[src/rtl/seg7_pkg.sv]
// seg7_pkg: shared types, constants and the segment encoding used by the
// 7-segment display driver and its BCD converter.
//   state_t       - converter FSM states (IDLE, SHIFT, COMMIT)
//   SEG_BLANK     - all segments off (active-low)
//   digit_to_seg  - BCD nibble to {g,f,e,d,c,b,a}, active-low
package seg7_pkg;

    typedef enum logic [1:0] {
        IDLE   = 2'd0,
        SHIFT  = 2'd1,
        COMMIT = 2'd2
    } state_t;

    localparam logic [6:0] SEG_BLANK = 7'b1111111;

    // Nibbles 10-15 cannot come out of a correct double-dabble; show them dark.
    function automatic logic [6:0] digit_to_seg(input logic [3:0] d);
        logic [6:0] s;
        case (d)
            4'd0:    s = 7'b1000000;
            4'd1:    s = 7'b1111001;
            4'd2:    s = 7'b0100100;
            4'd3:    s = 7'b0110000;
            4'd4:    s = 7'b0011001;
            4'd5:    s = 7'b0010010;
            4'd6:    s = 7'b0000010;
            4'd7:    s = 7'b1111000;
            4'd8:    s = 7'b0000000;
            4'd9:    s = 7'b0010000;
            default: s = SEG_BLANK;
        endcase
        return s;
    endfunction

endpackage

[src/rtl/bin2bcd_seq.sv]
// bin2bcd_seq: sequential double-dabble binary-to-BCD converter.
// A conversion starts whenever value differs from the last latched value,
// takes one bit per clock, and the result is published only on COMMIT so the
// bcd output never carries partial digits.
//   clk   in   rising-edge clock
//   reset in   synchronous, active-high
//   value in   binary input
//   busy  out  high from the sampling edge through the last shift
//   bcd   out  displayed BCD digits, units in bcd[3:0]
module bin2bcd_seq
    import seg7_pkg::*;
#(
    parameter int BUS_WIDTH = 8,
    parameter int N_DIGITS  = 3
) (
    input  logic                    clk,
    input  logic                    reset,
    input  logic [BUS_WIDTH-1:0]    value,
    output logic                    busy,
    output logic [4*N_DIGITS-1:0]   bcd
);

    localparam int CW = $clog2(BUS_WIDTH + 1);

    state_t                  state_q, state_d;
    logic [BUS_WIDTH-1:0]    latched_q, latched_d;
    logic [BUS_WIDTH-1:0]    bin_q, bin_d;
    logic [4*N_DIGITS-1:0]   acc_q, acc_d;
    logic [4*N_DIGITS-1:0]   bcd_q, bcd_d;
    logic [CW-1:0]           cnt_q, cnt_d;
    logic                    busy_q, busy_d;
    logic [4*N_DIGITS-1:0]   adj;

    always_comb begin
        state_d   = state_q;
        latched_d = latched_q;
        bin_d     = bin_q;
        acc_d     = acc_q;
        bcd_d     = bcd_q;
        cnt_d     = cnt_q;
        busy_d    = busy_q;
        adj       = acc_q;
        case (state_q)
            IDLE: begin
                if (value != latched_q) begin
                    latched_d = value;
                    bin_d     = value;
                    acc_d     = '0;
                    cnt_d     = CW'(BUS_WIDTH);
                    busy_d    = 1'b1;
                    state_d   = SHIFT;
                end
            end
            SHIFT: begin
                // Add-3 correction on every nibble, then shift the whole
                // {bcd, bin} register one place left.
                for (int i = 0; i < N_DIGITS; i++) begin
                    if (acc_q[4*i +: 4] >= 4'd5)
                        adj[4*i +: 4] = acc_q[4*i +: 4] + 4'd3;
                end
                {acc_d, bin_d} = {adj, bin_q} << 1;
                cnt_d = cnt_q - CW'(1);
                if (cnt_q == CW'(1))
                    state_d = COMMIT;
            end
            COMMIT: begin
                bcd_d   = acc_q;
                busy_d  = 1'b0;
                state_d = IDLE;
            end
            default: begin
                busy_d  = 1'b0;
                state_d = IDLE;
            end
        endcase
    end

    always_ff @(posedge clk) begin
        if (reset) begin
            state_q   <= IDLE;
            latched_q <= '0;
            bin_q     <= '0;
            acc_q     <= '0;
            bcd_q     <= '0;
            cnt_q     <= '0;
            busy_q    <= 1'b0;
        end else begin
            state_q   <= state_d;
            latched_q <= latched_d;
            bin_q     <= bin_d;
            acc_q     <= acc_d;
            bcd_q     <= bcd_d;
            cnt_q     <= cnt_d;
            busy_q    <= busy_d;
        end
    end

    assign busy = busy_q;
    assign bcd  = bcd_q;

endmodule

[src/rtl/seg7_display_driver.sv]
// seg7_display_driver: shows an unsigned binary value on a time-multiplexed
// common-anode 7-segment display, with optional leading-zero blanking.
//   clk      in   rising-edge clock
//   reset    in   synchronous, active-high
//   value    in   binary value to display
//   blank_lz in   1 = blank leading zeros (units digit always shown)
//   seg      out  {g,f,e,d,c,b,a}, active-low
//   an       out  digit enables, active-low, bit 0 = units
//   busy     out  BCD conversion in progress
module seg7_display_driver
    import seg7_pkg::*;
#(
    parameter int BUS_WIDTH = 8,
    parameter int N_DIGITS  = 3,
    parameter int SCAN_DIV  = 50000
) (
    input  logic                 clk,
    input  logic                 reset,
    input  logic [BUS_WIDTH-1:0] value,
    input  logic                 blank_lz,
    output logic [6:0]           seg,
    output logic [N_DIGITS-1:0]  an,
    output logic                 busy
);

    localparam int PW = $clog2(SCAN_DIV);
    localparam int IW = (N_DIGITS > 1) ? $clog2(N_DIGITS) : 1;

    if (10**N_DIGITS <= 2**BUS_WIDTH - 1) begin : g_bad_digits
        $error("N_DIGITS too small for BUS_WIDTH");
    end
    if (SCAN_DIV < 2) begin : g_bad_div
        $error("SCAN_DIV must be at least 2");
    end

    logic [4*N_DIGITS-1:0] bcd;

    bin2bcd_seq #(
        .BUS_WIDTH (BUS_WIDTH),
        .N_DIGITS  (N_DIGITS)
    ) u_conv (
        .clk   (clk),
        .reset (reset),
        .value (value),
        .busy  (busy),
        .bcd   (bcd)
    );

    logic [PW-1:0]       pre_q, pre_d;
    logic [IW-1:0]       idx_q, idx_d;
    logic [N_DIGITS-1:0] an_q, an_d;
    logic [6:0]          seg_q, seg_d;
    logic [N_DIGITS-1:0] blank;
    logic                blank_run;
    logic [3:0]          dig;
    logic                dig_blank;

    // Scan prescaler and digit index run free of the converter.
    always_comb begin
        pre_d = pre_q + PW'(1);
        idx_d = idx_q;
        if (pre_q == PW'(SCAN_DIV - 1)) begin
            pre_d = '0;
            idx_d = (idx_q == IW'(N_DIGITS - 1)) ? '0 : idx_q + IW'(1);
        end
    end

    // A digit is blank when it and every digit above it are zero; the
    // running AND walks from the top digit down and stops short of units.
    always_comb begin
        blank     = '0;
        blank_run = blank_lz;
        for (int i = N_DIGITS - 1; i >= 1; i--) begin
            blank_run = blank_run && (bcd[4*i +: 4] == 4'd0);
            blank[i]  = blank_run;
        end
    end

    // Outputs are built from the next index so an and seg move together
    // on the same edge the index advances.
    always_comb begin
        dig       = 4'd0;
        dig_blank = 1'b0;
        for (int i = 0; i < N_DIGITS; i++) begin
            if (idx_d == IW'(i)) begin
                dig       = bcd[4*i +: 4];
                dig_blank = blank[i];
            end
        end
        an_d  = ~(N_DIGITS'(1) << idx_d);
        seg_d = dig_blank ? SEG_BLANK : digit_to_seg(dig);
    end

    always_ff @(posedge clk) begin
        if (reset) begin
            pre_q <= '0;
            idx_q <= '0;
            an_q  <= ~N_DIGITS'(1);
            seg_q <= digit_to_seg(4'd0);
        end else begin
            pre_q <= pre_d;
            idx_q <= idx_d;
            an_q  <= an_d;
            seg_q <= seg_d;
        end
    end

    assign an  = an_q;
    assign seg = seg_q;

endmodule

[config.mk]
export PLATFORM = sky130hd
export DESIGN_NAME = seg7_display_driver
export DESIGN_NICKNAME = d
export VERILOG_FILES = /design/src/rtl/seg7_pkg.sv /design/src/rtl/bin2bcd_seq.sv /design/src/rtl/seg7_display_driver.sv
export SDC_FILE = /design/constraint.sdc
export NUM_CORES = 1
export LEC_CHECK = 0
export ABC_AREA = 1
export ABC_CLOCK_PERIOD_IN_PS = 7240
export CORE_ASPECT_RATIO = 1.2
export CORE_MARGIN = 5
export CORE_UTILIZATION = 60
export CTS_CLUSTER_SIZE = 40
export DETAILED_ROUTE_END_ITERATION = 12
export GPL_TIMING_DRIVEN = 0
export PLACE_DENSITY = 0.8
export REMOVE_ABC_BUFFERS = 1
export SETUP_SLACK_MARGIN = 0.5
export SYNTH_ARGS = -nofsm -noshare
export SYNTH_HDL_FRONTEND = slang
export SYNTH_HIERARCHICAL = 1
export SYNTH_SLANG_ARGS = --single-unit
[constraint.sdc]
create_clock -name clk -period 7.24 [get_ports clk]
set_clock_uncertainty 0.15 [all_clocks]
set_input_delay 1.448 -clock clk [delete_from_list [all_inputs] [get_ports clk]]
set_output_delay 1.448 -clock clk [all_outputs]
set_load 0.02 [all_outputs]
# [After elaboration in Yosys (flattened, before gate mapping)]
# Memory sizes are Yosys's and may differ from the RTL's.
# Index checks and enable logic that the tools add are counted.
[totals] register_bits=75 romBits=112 input_bits=11 output_inout_bits=11 wordCells=70 n_memories=1
[classes] addsub=6 magnitude_cmp=3 eq_ne=10 n_shift=1 n_mux=22 bitwise_logic=2 reduce_logical=13
[mem_list] name="(no name shown)" depth=16 width=7 read_ports=1 rd_clocked_by_memory_dff=0 write_ports=0 line="seg7_pkg.sv:19" source="case (d)"
[op_table] operator="4-bit 2-to-1 mux" n=6
[op_table] operator="12-bit one-hot mux with 2 select lines" n=1
[op_table] operator="16-bit by 1-bit adder with 16-bit output, second input constant" n=1
[op_table] operator="16-bit == test, second input constant" n=1
[op_table] operator="8-bit one-hot mux with 2 select lines" n=1
[op_table] operator="4-bit by 3-bit greater-or-equal comparator with 1-bit output, second input constant" n=3
[op_table] operator="12-bit 2-to-1 mux" n=1
[op_table] operator="4-bit by 2-bit adder with 4-bit output, second input constant" n=2
[op_table] operator="4-bit logical NOT" n=2
[op_table] operator="2-bit 2-to-1 mux" n=4
[op_table] operator="8-bit 2-to-1 mux" n=1
[op_table] operator="8-bit != test" n=1
[op_table] operator="4-bit one-hot mux with 2 select lines" n=1
[op_table] operator="2-bit AND reduction" n=4
[op_table] operator="2-bit == test, second input constant" n=3
[op_table] operator="6-bit 2-to-1 mux" n=1
[op_table] operator="2-bit by 1-bit == test with 1-bit output, second input constant" n=2
[op_table] operator="4-bit by 1-bit == test with 1-bit output, second input constant" n=1
[op_table] operator="2-bit logical NOT" n=2
[op_table] operator="2-bit by 1-bit != test with 1-bit output, second input constant" n=2
[op_table] operator="2-bit one-hot mux with 2 select lines" n=1
[op_table] operator="2-bit OR reduction" n=2
[op_table] operator="4-bit by 1-bit subtractor with 4-bit output, second input constant" n=1
[op_table] operator="3-bit by 2-bit adder with 3-bit output, second input constant" n=1
[op_table] operator="9 further kinds" n=12

# [Logic depth before layout (Yosys ltp)]
# Gate-level depths: netlist of run 1.
# An unclocked memory read counts as a cell.
[logic_depth] depth_word=9 ltp_mapped=18 mapped_depth_nobuf=18

# [Hierarchy]
# Netlist of run 1, hierarchy kept.
[modules_own_cells] mod="bin2bcd_seq" n_inst=1 cells_each=297 area_per_inst_um2=2208.4 seq_area_each_um2=940.9
[modules_own_cells] mod="seg7_display_driver" n_inst=1 cells_each=212 area_per_inst_um2=1630.3 seq_area_each_um2=560.5

# [Worst setup path after synthesis of run 1]
# Ideal clock, no wire load.
[synth_path] path_kind="input to register" from="input port value[4]" to="register u_conv.cnt_q[3]" setup_time_ps=113 arrival_ps=2278 required_time_ps=6977 setup_slack_ps=4699 cell_stages=11 cell_sequence="inv_1 -> nand2_1 -> nand2_1 -> nand2_1 -> nor2_2 -> nand2_4 -> nand2_4 -> nand2_2 -> buf_6 -> o21ai_1 -> inv_1"
[synth_between] elab_chain_len=3
[synth_lines] element="start, declared" line="seg7_display_driver.sv:19" source="input logic [BUS_WIDTH-1:0] value,"
[synth_lines] element="8-bit != test" line="bin2bcd_seq.sv:45" source="if (value != latched_q) begin"
[synth_lines] element="2-bit by 1-bit != test with 1-bit output (no source line)"
[synth_lines] element="2-bit AND reduction (no source line)"
[synth_lines] element="end signal, assigned" line="bin2bcd_seq.sv:93" source="cnt_q <= cnt_d;"
[synth_lines] element="end, declared" line="bin2bcd_seq.sv:30" source="logic [CW-1:0] cnt_q, cnt_d;"
# Every way passes these cells.
# A chain may end at the register's enable or synchronous reset.

# [Worst setup path after layout of run 1]
[layout_path] from="input port value[3]" to="register u_conv.bin_q[2]"
[layout_between] elab_chain_len=3
[layout_lines] element="8-bit != test" line="bin2bcd_seq.sv:45"
[layout_lines] element="2-bit by 1-bit != test with 1-bit output (no source line)"
[layout_lines] element="2-bit AND reduction (no source line)"
[layout_lines] element="end signal, assigned" line="bin2bcd_seq.sv:90" source="bin_q <= bin_d;"
[layout_lines] element="end, declared" line="bin2bcd_seq.sv:27" source="logic [BUS_WIDTH-1:0] bin_q, bin_d;"
# Every way passes these cells.

==> metrics.md, run 1 <==
| Metric | Value |
|---|---|
| Finished Layout Cells | 614 |
| Hold Fails Final Rpt | 0 |
| Root buffer cell | clkbuf_8 |
| Unique masters post-synth | 37 |
| Final Max Tran Viols | 0 |
| Longest Clk Path Bufs | 2 |
| First-pass GRT wire length | 12400 um |
| Combinational share of power | between 10% and 20% |
| Area occupied by multi-input gates | 0.00202 mm^2 |
| Sw power | roughly 220 uW |
| Total of warnings raised by yosys | 6 |
| RePlAce Congestion | approximately 0.85 |
| CTS Buf Count | 9 |
| Hold Startpoint | pre_q[0] |
| R2R cell count | 17 |
| Final TNS setup | 0 ns |
| Reg power frac | 50.8% |
| DRC viols | 0 |
| Placed Cells | 598 |
| Critical path data required time | 7.29 ns |
| Least-Margin Pin Slew | around 1.2 ns |
| F_max | 0.320 GHz |
| Clk Latency, worst-skew pair | approximately 0.35 ns |
| ANT nets after route | 0 |
| Clock Power Share | 38.7% |
| Ys flop type | dfxtp_1 |
| Final nets | between 500 and 600 |
| Leakage power | 0.00182 uW |
| Die W | 83.0 um |
| CTS tree | done |
| Setup bufs post-CTS | 0 |
| Post-DP HPWL | ~5000 um |
| Status | finished clean |
| ANT cells | 0 |
| # rows | 32 |
| Initial core utilization | 60.7% |
| Critical Path Source | value[3] |
| Average wire per standard cell | 11.6 um |
| Worst Hold Path Cells | 1 |
| Vias | 3202 |
| Vias in the first global route | 3053 |
| Pre-antenna DRT Iters | 4 |
| Number of port buffers | 21 |
| Crit. End Element | flop |
| CP max-delay cell | clkdlybuf4s50_1 |
| Final setup viols | 0 |
| Sink Count | 75 |
| Pwr per Cell Area | 203 mW/mm^2 |
| CTS resizes | 0 |
| Async S/R FF share, synth | 0% |
| Minimum hold slack | 0.316 ns |
| Filler cells | 570 |
| DIE HEIGHT | 97.6 um |
| EDFF count, synth | 0 |
| Initial antenna violation count | 0 |
| CP Class | in2reg |
| Total power | 866 uW |
| Worst r2r src | pre_q[0] |
| Final wirelength | 7110 um |
| Register area | 0.00150 mm^2 |
| I/O pin count | 22 |
| Area grow syn2layout | 11.2% |
| Crit path DAT | ~3.2 ns |
| Htree depth | 3 |
| Vias/cell | 5.21 |
| Tmin final | 3.12 ns |
| Average cell area after synthesis | 7.54 um^2 |
| CP Max Fanout | 31 |
| Tcrit/Tclk final | between 40% and 50% |
| VDD IR max | a little under 0.2 mV |
| Mapped Area | about 0.0038 mm^2 |
| Slowest stage delay, CP | 0.53 ns |
| Proportion of layout cells with a drive suffix above 1 | 11.9% |
| Post-synthesis instance total | 509 |
| Initial DRC Count | 107 |
| Sw Share | between 20% and 30% |
| Yosys reg bits | 75 |
| Register area share after synthesis | 39.1% |
| RSZ-0062 raised after global routing | no |
| Slew margin rel. | about 19% |
| Hold_buf cts | 0 |
| CTS clk-pin slew, worst paths | 0.08 ns |
| Maxcap violations | 0 |
| Largest net degree at the start of global routing | 41 |
| CP cell instances | clkdlybuf4s50_1, xnor2_1, nand2_1, nor2_2, nand2_4, nand2_4, nand2_2, nand2_1, a21oi_1 |
| CP Launch Type | input port |
| GRT Total Usage | between 10% and 20% |
| Die area | 0.00810 mm^2 |
| Core area | 0.00633 mm^2 |
| Int Power | ~650 uW |
| Overflow after GRT | 0 |
| Type of the tightest min-delay check | reg2reg |
sequential cells by signal (all words and copies together), names as in the netlist, 3 cells and up:
name,count
pre_q,16
u_conv/acc_q,12
u_conv/bcd,12
u_conv/bin_q,8
u_conv/latched_q,8
seg,7
u_conv/cnt_q,4
an,3
critical path, delay by kind of cell:
kind                   cells  cell delay [ns]
AND/OR/NAND/NOR            6             0.99
buffers and inverters      1             0.53
AO/OA/AOI/OAI              1             0.07
XOR/XNOR                   1             0.13
placed cells by master (no fill, tap or decap), types with 9 or more instances in the layout:
master,synthesis,layout
inv_1,56,56
o21ai_0,28,28
a21oi_1,54,54
clkdlybuf4s50_1,0,20
dfxtp_1,75,75
nand3_1,55,55
nor2_1,40,40
ha_1,14,14
nand2_4,9,9
clkbuf_8,0,12
nand2_2,12,12
nand2_1,92,92
cell type report:
type	instances	share of cell area, %
well taps	85	2.49
multi-input cells	358	47.3
repair buffers	21	4.81
inverters	59	5.19
flip-flops and latches	75	35.2
clock inverters	4	1.11
clock buffers	12	3.87
cells in the mapped netlist (2+ instances only):
master / count / share of area, %
a21oi_1: 54 / 7.0
o21ai_0: 28 / 3.7
nor2_2: 5 / 0.81
nand2_4: 9 / 2.6
nor2_1: 40 / 3.9
nor3b_1: 2 / 0.39
nand2_1: 92 / 9.0
a31oi_1: 3 / 0.49
o21ai_1: 2 / 0.26
ha_1: 14 / 4.6
nand2_2: 12 / 2.0
xnor2_1: 8 / 1.8
nand3_2: 4 / 1.0
nand2_8: 2 / 1.0
nand3_4: 2 / 0.91
inv_2: 3 / 0.29
nor3_1: 2 / 0.26
xor2_1: 3 / 0.68
clkbuf_1: 9 / 0.88
dfxtp_1: 75 / 39
nand4_1: 4 / 0.65
buf_2: 4 / 0.52
buf_6: 3 / 0.88
nand3_1: 55 / 7.2
inv_1: 56 / 5.5
nor2_4: 4 / 1.2
nand3b_1: 2 / 0.39
and3_1: 2 / 0.33
nor4_1: 2 / 0.33
through the flow:
stage	area [um^2]	worst slack, ns	util (%)
2_1_floorplan	3740	4.56	-
3_3_place_gp	4060	3.01	64.2
3_5_place_dp	4060	2.95	64.2
4_1_cts	4270	3.32	67.5
5_1_grt	4270	3.94	67.5
6_report	4270	4.12	67.5
power groups by stage:
stage	clock network, uW	registers (uW)	logic [uW]
after global routing	360	442	103
after CTS	343	439	91.6
after detailed placement	0	449	91.2
after global placement	0	448	88.8
final	335	440	90.8
after floorplan	0	449	61.3
worst paths after layout:
check,endpoint,slack [ns]
worst min register to register,pre_q[0],0.32
worst min-delay path,pre_q[0],0.32
worst max-delay path,u_conv/bin_q[2],4.12
worst max register to register,seg[3],4.57
metal layers:
layer	GRT usage, %	vias up	wire (um)
met2	34.1	49	3700
met3	3.05	11	233
met5	0	-	0
li1	-	1680	-
met4	9.56	0	136
met1	19.0	1462	3040
kinds of logic (layout without fill, tap and decap cells):
group / count (synthesis) / in the layout / share of synthesized area [%]
AND/OR/NAND/NOR: 244 / 244 / 33.8
XOR/XNOR: 11 / 11 / 2.51
flip-flops: 75 / 75 / 39.1
adder cells (fa/ha/maj): 14 / 14 / 4.56
AO/OA/AOI/OAI: 89 / 89 / 11.8
buffers and inverters: 76 / 96 / 8.25
Power figures use the tool's default switching activity.
==> run 2: changes to the inputs <==
--- a/config.mk
+++ b/config.mk
@@ -6,14 +6,14 @@
 export NUM_CORES = 1
 export LEC_CHECK = 0
 export ABC_AREA = 1
-export ABC_CLOCK_PERIOD_IN_PS = 7240
+export ABC_CLOCK_PERIOD_IN_PS = 2920
 export CORE_ASPECT_RATIO = 1.2
 export CORE_MARGIN = 5
-export CORE_UTILIZATION = 60
+export CORE_UTILIZATION = 59
 export CTS_CLUSTER_SIZE = 40
 export DETAILED_ROUTE_END_ITERATION = 12
 export GPL_TIMING_DRIVEN = 0
-export PLACE_DENSITY = 0.8
+export PLACE_DENSITY = 0.79
 export REMOVE_ABC_BUFFERS = 1
 export SETUP_SLACK_MARGIN = 0.5
 export SYNTH_ARGS = -nofsm -noshare
==> constraint.sdc (replaced) <==
create_clock -name clk -period 2.92 [get_ports clk]
set_clock_uncertainty 0.15 [all_clocks]
set_input_delay 0.584 -clock clk [delete_from_list [all_inputs] [get_ports clk]]
set_output_delay 0.584 -clock clk [all_outputs]
set_load 0.02 [all_outputs]
==> run 2 against run 1 <==
Sequential power up 150%. Wire length up 6.5%. Worst hold slack worse by 0.017 ns. Critical path depth up 8. Via count up 3.7%. Critical path type is now reg2reg. Largest power group unchanged.
==> metrics.md, run 2 (synthesis results as in run 1) <==
| Metric | Value |
|---|---|
| Status | finished clean |
| Vias | 3322 (+3.7%) |
| ANT cells | 0 (unchanged) |
| Setup WS pre-CTS | 0.260 ns (-2.69 ns) |
| Final worst setup slack | 0.584 ns (-3.53 ns) |
| Maxcap violations | 0 (unchanged) |
| Average wire per standard cell | 12.1 um (+4.5%) |
| Overflow after GRT | 0 (unchanged) |
| Vias in the first global route | 3041 (-0.39%) |
| Initial antenna violation count | 0 (unchanged) |
| Core area | 0.00637 mm^2 (+0.63%) |
| DIE HEIGHT | 98.4 um (+0.76%) |
| Root buffer cell | clkbuf_8 |
| GRT Total Usage | 18.2% (+0.034 points) |
| CP cell instances | ha_4, nand3_4, nor2_8, nand2_4, nand2_4, nand2_4, nor2_4, nand2_1, nand3_2, inv_2, ha_4, inv_2, nand3_2, nand2_1, nor2_1, nor2_1, nor2_1 |
| Pwr per Cell Area | 500 mW/mm^2 (+150%) |
| RePlAce Congestion | 0.831 (-1.6%) |
| Proportion of layout cells with a drive suffix above 1 | 16.3% (+4.4 points) |
| Tmin final | 2.34 ns |
| ANT nets after route | 0 (unchanged) |
| # rows | 32 (unchanged) |
| VDD IR max | 0.479 mV (+140%) |
| Final wirelength | 7580 um (+6.5%) |
| Area grow syn2layout | 15.9% |
| RSZ-0062 raised after global routing | yes |
| Htree depth | 3 (unchanged) |
| CTS tree | done |
| CTS clk-pin slew, worst paths | 0.08 ns (about the same) |
| CP Max Fanout | 5 (-84%) |
| DRC viols | 0 (unchanged) |
| Leading cell type in the layout, fill and taps excluded | nand2_1 |
| CP max-delay cell | dfxtp_4 |
| Slew margin rel. | 21.9% (+2.6 points) |
| CP Class | reg2reg |
| Clk Latency, worst-skew pair | 0.35 ns (about the same) |
| Final Max Tran Viols | 0 (unchanged) |
| Initial DRC Count | 138 (+29%) |
| Hold_buf cts | 0 (unchanged) |
| Most frequent cells in the layout | 89 x nand2_1, 72 x dfxtp_1, 54 x a21oi_1 |
| I/O pin count | 22 (unchanged) |
| Design area | 0.00445 mm^2 (+4.3%) |
| Leakage power | 0.00188 uW (+3.3%) |
| CTS Buf Count | 9 (unchanged) |
| Area occupied by multi-input gates | 0.00209 mm^2 (+3.3%) |
| Number of port buffers | 21 (unchanged) |
| Final setup viols | 0 (unchanged) |
| Hold Fails Final Rpt | 0 (unchanged) |
| Die area | 0.00823 mm^2 (+1.5%) |
| Filler cells | 523 (-8.2%) |
| CP Launch Type | flop |
| Largest register FFs | 16 (unchanged) |
| Register area | 0.00151 mm^2 (+0.42%) |
| Final nets | 561 (+2.2%) |
| Initial core utilization | 60.3% (-0.38 points) |
| Register with the most flip-flops | pre_q |
| Type of the tightest min-delay check | reg2reg |
| Critical path data required time | 2.98 ns (-4.31 ns) |
| Longest Clk Path Bufs | 2 (unchanged) |
| Sink Count | 75 (unchanged) |
| Crit path DAT | 2.40 ns (-0.77 ns) |
| Die W | 83.6 um (+0.75%) |
| Least-Margin Pin Slew | 1.17 ns (-0.0388 ns) |
| Vias/cell | 5.31 (+1.8%) |
| DP Area | 0.00406 mm^2 (-0.12%) |
| F_max | 0.428 GHz |
| Slowest stage delay, CP | 0.37 ns (-0.16 ns) |
| First-pass GRT wire length | 12600 um (+1.1%) |
| Pre-antenna DRT Iters | 4 (unchanged) |
| Tcrit/Tclk final | 80.0% |
| Largest net degree at the start of global routing | 41 (unchanged) |
| Crit. End Element | flop |
| Post-DP HPWL | 4940 um (-0.48%) |
==> run 2: changes by cell type in the layout (fill, tap and decap cells not counted), moves of 3 or more <==
cell / before / now
nand3_2: 4 / 7
inv_1: 56 / 53
nand2_4: 9 / 13
nand3_1: 55 / 52
buf_4: 0 / 11
nand2_1: 92 / 89
dfxtp_1: 75 / 72
==> run 2: routing by layer <==
layer | global-route usage (%) | share of wire [%]
met1 | 19.6 | 43
met2 | 34.3 | 52
met3 | 4.05 | 4.1
met4 | 6.68 | 0.90
met5 | 0 | 0
==> run 2: path summary, 6_finish.rpt <==
check | startpoint | end | slack, ns | cells past startpoint
worst max register to register | pre_q[0] | seg[3] | 0.58 | 17
worst min register to register | pre_q[0] | pre_q[0] | 0.30 | 1
worst min-delay path | pre_q[0] | pre_q[0] | 0.30 | 1
worst max-delay path | pre_q[0] | seg[3] | 0.58 | 17
==> run 2: critical path: cells and delay by family (launching register included) <==
kind | cells | cell delay (ns)
buffers and inverters | 2 | 0.12
adders and majority gates | 2 | 0.39
DFF | 1 | 0.37
and+or+nand+nor | 13 | 1.18
==> run 2: per-stage QoR <==
stage	util (%)	TNS [ns]	total power, uW	hold WS [ns]	instances
5_1_grt	69.9	0	2330	0.327	626
3_3_place_gp	63.8	-10.05	1330	0.295	598
4_1_cts	68.2	0	2240	0.315	619
3_5_place_dp	63.7	0	1340	0.307	598
6_report	69.9	0	2230	0.299	626
2_1_floorplan	-	0	1260	0.279	492
==> run 2: cell type report <==
class	instances	area share [%]
Tap cell	85	2.39
Timing Repair inverter	1	0.169
Clock buffer	12	3.49
Inverter	59	5.06
Multi-Input combinational cell	358	46.9
Timing Repair Buffer	32	6.47
Sequential cell	75	33.9
Clock inverter	4	1.63
==> run 2: timing repair <==
action                     4_1_cts  5_1_grt
resized for setup                8       13
buffers inserted                 5        6
pin swaps                        7       11
setup endpoints to repair        6       12
cloned                           0        1
==> run 2: report_power, final <==
part | internal, uW | leakage [uW] | switching (uW)
Combinational | 85.5 | 0.00116 | 150
Sequential | 1060 | 0.000611 | 27.5
Clock | 527 | 0.000113 | 373
Total | 1680 | 0.00188 | 551
